===== src/rtl/pump_phase_ctrl.sv =====
// pump_phase_ctrl
//   Two-phase, non-overlapping clock generator for a charge pump with
//   comparator-based regulation. Each pump cycle runs PH1 -> DEAD1 -> PH2 ->
//   DEAD2. A new cycle starts only while pumping is requested and the
//   synchronized comparator reports the pumped node below target. A cycle that
//   is due but skipped because the node is already high sets a sticky flag.
//
// Ports
//   clk     : sole clock, rising edge
//   rst_n   : asynchronous active-low reset
//   en      : pumping request
//   div     : phase length minus one, in clk cycles
//   dead    : dead-time length in clk cycles (0 behaves as 1)
//   fb_hi   : asynchronous comparator output, 1 = node above target
//   clr     : synchronous clear of cnt and ovr
//   phi1    : phase-1 drive (registered)
//   phi2    : phase-2 drive (registered)
//   active  : high whenever the sequencer is not idle
//   cnt     : completed pump cycles, saturating
//   ovr     : sticky, at least one cycle was skipped because of fb_hi
module pump_phase_ctrl #(
    parameter int DIV_W  = 8,
    parameter int DEAD_W = 4,
    parameter int CNT_W  = 16
) (
    input  logic              clk,
    input  logic              rst_n,
    input  logic              en,
    input  logic [DIV_W-1:0]  div,
    input  logic [DEAD_W-1:0] dead,
    input  logic              fb_hi,
    input  logic              clr,
    output logic              phi1,
    output logic              phi2,
    output logic              active,
    output logic [CNT_W-1:0]  cnt,
    output logic              ovr
);

    localparam int TMR_W = (DIV_W > DEAD_W) ? DIV_W : DEAD_W;

    typedef enum logic [2:0] {
        IDLE  = 3'd0,
        PH1   = 3'd1,
        DEAD1 = 3'd2,
        PH2   = 3'd3,
        DEAD2 = 3'd4
    } state_t;

    state_t            state;
    state_t            state_nxt;
    logic [TMR_W-1:0]  tmr;
    logic [DIV_W-1:0]  div_l;
    logic [DEAD_W-1:0] dead_l;
    logic [DEAD_W-1:0] dead_end;
    logic              fb_m;
    logic              fb_s;
    logic              ph_last;
    logic              dead_last;
    logic              go;
    logic              phi1_nxt;
    logic              phi2_nxt;
    logic              active_nxt;
    logic              inc;
    logic              ovr_set;

    // Two-flop synchronizer for the asynchronous comparator output.
    always_ff @(posedge clk or negedge rst_n) begin
        if (!rst_n) begin
            fb_m <= 1'b0;
            fb_s <= 1'b0;
        end else begin
            fb_m <= fb_hi;
            fb_s <= fb_m;
        end
    end

    // tmr counts cycles spent in the current state, starting at 0 on entry.
    // A dead time of 0 is stretched to one cycle so the phases never touch.
    always_comb begin
        dead_end  = (dead_l == '0) ? '0 : dead_l - DEAD_W'(1);
        ph_last   = (tmr == TMR_W'(div_l));
        dead_last = (tmr == TMR_W'(dead_end));
        go        = en && !fb_s;
    end

    // State register, in-state timer and per-cycle latched settings.
    always_ff @(posedge clk or negedge rst_n) begin
        if (!rst_n) begin
            state  <= IDLE;
            tmr    <= '0;
            div_l  <= '0;
            dead_l <= '0;
        end else begin
            state <= state_nxt;
            if (state_nxt != state || state == IDLE) begin
                tmr <= '0;
            end else begin
                tmr <= tmr + TMR_W'(1);
            end
            // Settings are sampled once per cycle so mid-cycle edits wait.
            if (state_nxt == PH1 && state != PH1) begin
                div_l  <= div;
                dead_l <= dead;
            end
        end
    end

    // Next-state logic: a started cycle always runs to the end of DEAD2.
    always_comb begin
        state_nxt = state;
        case (state)
            IDLE:    if (go)        state_nxt = PH1;
            PH1:     if (ph_last)   state_nxt = DEAD1;
            DEAD1:   if (dead_last) state_nxt = PH2;
            PH2:     if (ph_last)   state_nxt = DEAD2;
            DEAD2:   if (dead_last) state_nxt = go ? PH1 : IDLE;
            default:                state_nxt = IDLE;
        endcase
    end

    // Output logic: drives are decoded from the next state and registered,
    // so phi1/phi2 line up exactly with PH1/PH2.
    always_comb begin
        phi1_nxt   = (state_nxt == PH1);
        phi2_nxt   = (state_nxt == PH2);
        active_nxt = (state_nxt != IDLE);
        inc        = (state == PH2) && ph_last;
        ovr_set    = fb_s && (((state == IDLE) && en) ||
                              ((state == DEAD2) && dead_last));
    end

    always_ff @(posedge clk or negedge rst_n) begin
        if (!rst_n) begin
            phi1   <= 1'b0;
            phi2   <= 1'b0;
            active <= 1'b0;
            cnt    <= '0;
            ovr    <= 1'b0;
        end else begin
            phi1   <= phi1_nxt;
            phi2   <= phi2_nxt;
            active <= active_nxt;
            if (clr) begin
                cnt <= '0;
            end else if (inc && cnt != '1) begin
                cnt <= cnt + CNT_W'(1);
            end
            if (clr) begin
                ovr <= 1'b0;
            end else if (ovr_set) begin
                ovr <= 1'b1;
            end
        end
    end

endmodule


===== config.mk =====
export PLATFORM = sky130hd
export DESIGN_NAME = pump_phase_ctrl
export DESIGN_NICKNAME = d
export VERILOG_FILES = /design/src/rtl/pump_phase_ctrl.sv
export SDC_FILE = /design/constraint.sdc
export NUM_CORES = 1
export LEC_CHECK = 0
export BUFFER_PORTS_ARGS = -buffer_cell sky130_fd_sc_hd__buf_2
export CORE_MARGIN = 4
export CORE_UTILIZATION = 45
export CTS_BUF_LIST = sky130_fd_sc_hd__clkbuf_16
export DETAILED_ROUTE_END_ITERATION = 16
export PLACE_DENSITY = 0.62
export SETUP_SLACK_MARGIN = 0.4
export SLEW_MARGIN = 20
export SYNTH_ARGS = -nofsm -noshare
export SYNTH_HDL_FRONTEND = slang
export SYNTH_SLANG_ARGS = --single-unit
export TNS_END_PERCENT = 1

===== constraint.sdc =====
create_clock -name clk -period 3.25 [get_ports clk]
set_input_delay 0.4875 -clock clk [delete_from_list [all_inputs] [get_ports clk]]
set_output_delay 0.4875 -clock clk [all_outputs]
set_load 0.02 [all_outputs]

==> results.md <==
* Status: finished, final reports clean
* Cell accounting for the most synthesized area: dfrtp_1
* CTS Buf Count at 5
* Initial antenna violation count at 0
* Number of endpoints failing setup at the final stage at 0
* Hold Crit Class: in2async
* Filler instances at 584
* List of cells traversed by the critical path: xor2_1, nor4_4, nand3_2, nor4b_1, mux2_2
* Top cell type's share of synthesized area at 0.396
* Post-route design area at 3180 µm²
* Die boundary width at 87.5 µm
* Initial core utilization at 0.472
* Data required, critical path at 3.42 ns
* Highest-delay cell along the critical path: dfrtp_1
* Worst Max-Slew Pin Slew at 0.574 ns
* Fraction of final layout cells with drive strength greater than 1 at 0.227
* Crit end category: flip-flop
* RSZ-0062 raised after global routing: false
* Worst-path maximum fanout at 20
* Antenna violation net count after detailed routing at 0
* DRT iter0 DRCs at 86
* Global-route wire length before repair at 11.0 mm
* I/O pin total at 37
* Clock root buffer master: clkbuf_16
* Post-synthesis cell count at 301
* Clock tree from TritonCTS: yes
* Clock latency on the worst-skew pair at 0.29 ns
* Worst clock skew on the final layout at 0.00538 ns
* Pins over their slew limit at 0
* Share of the clock period used by the worst path at 0.764
* Kind of launch point of the worst setup path: flip-flop
* Number of flops mapped to enable cells by yosys at 0
* Power density over the cells at 739 nW/µm²
* Worst VDD drop at 335 µV
* Global Route Usage Sum at 0.181
* Leakage power at 1.41 nW
* Die height at 87.5 µm
* Post-place instance area at 3000 µm²
* Final-layout setup total negative slack at 0 ns
* Warnings, synthesis at 0
* Drt first pass iters at 4
* Sum of routed wire length over all layers at 6.38 mm
* Count of unresolved DRC violations after routing at 0
* Cell Area, Synth at 2840 µm²
* FF+latch count, synth at 45
* Vias in the first global route at 2174
* Minimum setup slack among reg-to-reg paths at 0.77 ns
* Final RePlAce weighted congestion at 0.807
* Worst slew margin at 0.617
* Min cycle time layout at 2.48 ns
* DIE AREA at 7650 µm²
* Final Hold Viols at 0
* Commonest cells after routing, fill and taps aside: dfrtp_1, nand2_1, buf_2
* Most frequent standard cell in the layout excluding fill and tap cells: dfrtp_1
* Total nets after synthesis at 320
* Total number of vias at 2366
* Count of unique library cells instantiated by Yosys at 55
* Number of max-capacitance violations reported at 0
* Detailed placer's ending HPWL at 4.45 mm
* Total global routing overflow at 0
* Cell types with the largest area share after synthesis: dfrtp_1, nand2_1, or4_1
* Worst path bufs/invs at 0
* Floorplan core area at 6030 µm²
* Number of gates given a new drive strength after cts at 0
* Share of synthesized registers carrying an async set or reset at 1.00
* Data arrival time of the critical path at 2.66 ns
* Cell type group with the largest total delay on the critical path: simple AND/OR/NAND/NOR gates
* Number of placement rows at 28
* Largest net degree at the start of global routing at 46
* Portion of the post-synthesis area used by sequential elements at 0.396
* Number of clock sinks at 45
* Worst Path Class, Setup: reg2reg
* Max Freq at 403 MHz
* Clock-pin slew reported for the worst setup and hold paths after clock tree synthesis at 0.06 ns
* Post CTS Setup Buffer Count at 0
* Average cell area after synthesis at 9.44 µm²
* Final net count at 344
* Diode insertion count for antenna repair at 0
* I/O Buffers at 36
* Power consumption at 2.35 mW
* Primary FF master, synth: dfrtp_1
* Area added between synthesis and finish at 11.7%
* Largest buffer count on any clock path at 2
* Routed length per instance at 15.9 µm
* Hold-fix buffers, CTS at 0
* Via density per instance at 5.90
* Total number of H-tree levels at 2
* Max incr delay on CP at 0.48 ns
## path summary, 6_finish.rpt
path,from,to,cells after the start
setup / recovery,tmr[0]$_DFF_PN0_,cnt[14]$_DFFE_PN0P_,5
hold / removal,rst_n,div_l[5]$_DFFE_PN0P_,1
setup reg to reg,tmr[0]$_DFF_PN0_,cnt[14]$_DFFE_PN0P_,5
hold reg to reg,fb_m$_DFF_PN0_,fb_s$_DFF_PN0_,0
max in group asynchronous,rst_n,tmr[2]$_DFF_PN0_,1
min in group clk,fb_hi,fb_m$_DFF_PN0_,1
## report_power, final
| group | internal, mW | leakage (nW) | switching, mW |
|---|---|---|---|
| Combinational | 0.343 | 0.738 | 0.572 |
| Sequential | 0.684 | 0.591 | 0.177 |
| Clock | 0.358 | 0.0826 | 0.213 |
## metrics by stage
stage | cells | util | worst slack (ns) | hold slack [ns]
finish | 401 | 0.527 | 0.768 | 0.200
global route | 401 | 0.527 | 0.600 | 0.259
CTS | 400 | 0.525 | 0.786 | 0.296
detailed placement | 392 | 0.498 | 0.783 | 0.340
global placement | 392 | 0.498 | 0.792 | 0.336
floorplan | 301 | - | 1.17 | 0.192
## registers in the layout, indices dropped and copies added, names as in the netlist
name / flops
tmr: 8
dead_l: 4
phi2: 1
phi1: 1
cnt: 16
ovr: 1
active: 1
fb_m: 1
fb_s: 1
div_l: 8
state: 3
## area by class of cell
cell class / instances / area [µm²] / area share
tap: 75 / 93.8 / 0.0296
multi-input combinational: 225 / 1550 / 0.487
timing repair buffer: 41 / 220 / 0.0693
clock buffer: 5 / 125 / 0.0394
sequential: 45 / 1130 / 0.355
inverter: 7 / 26.3 / 0.00827
clock inverter: 3 / 37.5 / 0.0118
## synth_stat cells, types with 2 or more instances
cell / number
o211ai_1: 3
buf_2: 4
xor2_1: 15
mux2_2: 3
nand3_1: 13
nor2b_1: 6
a211o_1: 2
and4_1: 4
nand2_1: 38
buf_4: 3
o31ai_1: 8
nor2_1: 12
xnor2_1: 2
clkbuf_1: 12
inv_1: 6
buf_6: 5
dfrtp_1: 45
nand3b_1: 2
nand4_1: 17
or4_1: 19
o211ai_2: 10
nor3_1: 5
a21oi_1: 18
o21ai_0: 5
mux2i_1: 2
ha_1: 2
o21a_1: 2
a31o_2: 4
or2_2: 2
nor4_4: 2
and3_1: 6
## layer usage
metal | wire (µm) | track usage
met3 | 144 | 0.0293
met1 | 3420 | 0.285
met4 | 76 | 0.0572
met5 | 0 | 0
met2 | 2740 | 0.249
## worst reg2reg max path, cell delays in order, from the launching register on
cell,delay [ns]
dfrtp_1,0.48
xor2_1,0.23
nor4_4,0.44
nand3_2,0.41
nor4b_1,0.46
mux2_2,0.37
## cell families after synthesis
group           count (synthesis)  synth area share
simple gates                  136             0.282
compound gates                 65             0.182
flops                          45             0.396
buf+inv                        31            0.0599
xor+xnor                       17            0.0524
mux                             5            0.0189
fa+ha+maj                       2           0.00880
Note: power is estimated with default switching activity, not from simulation.
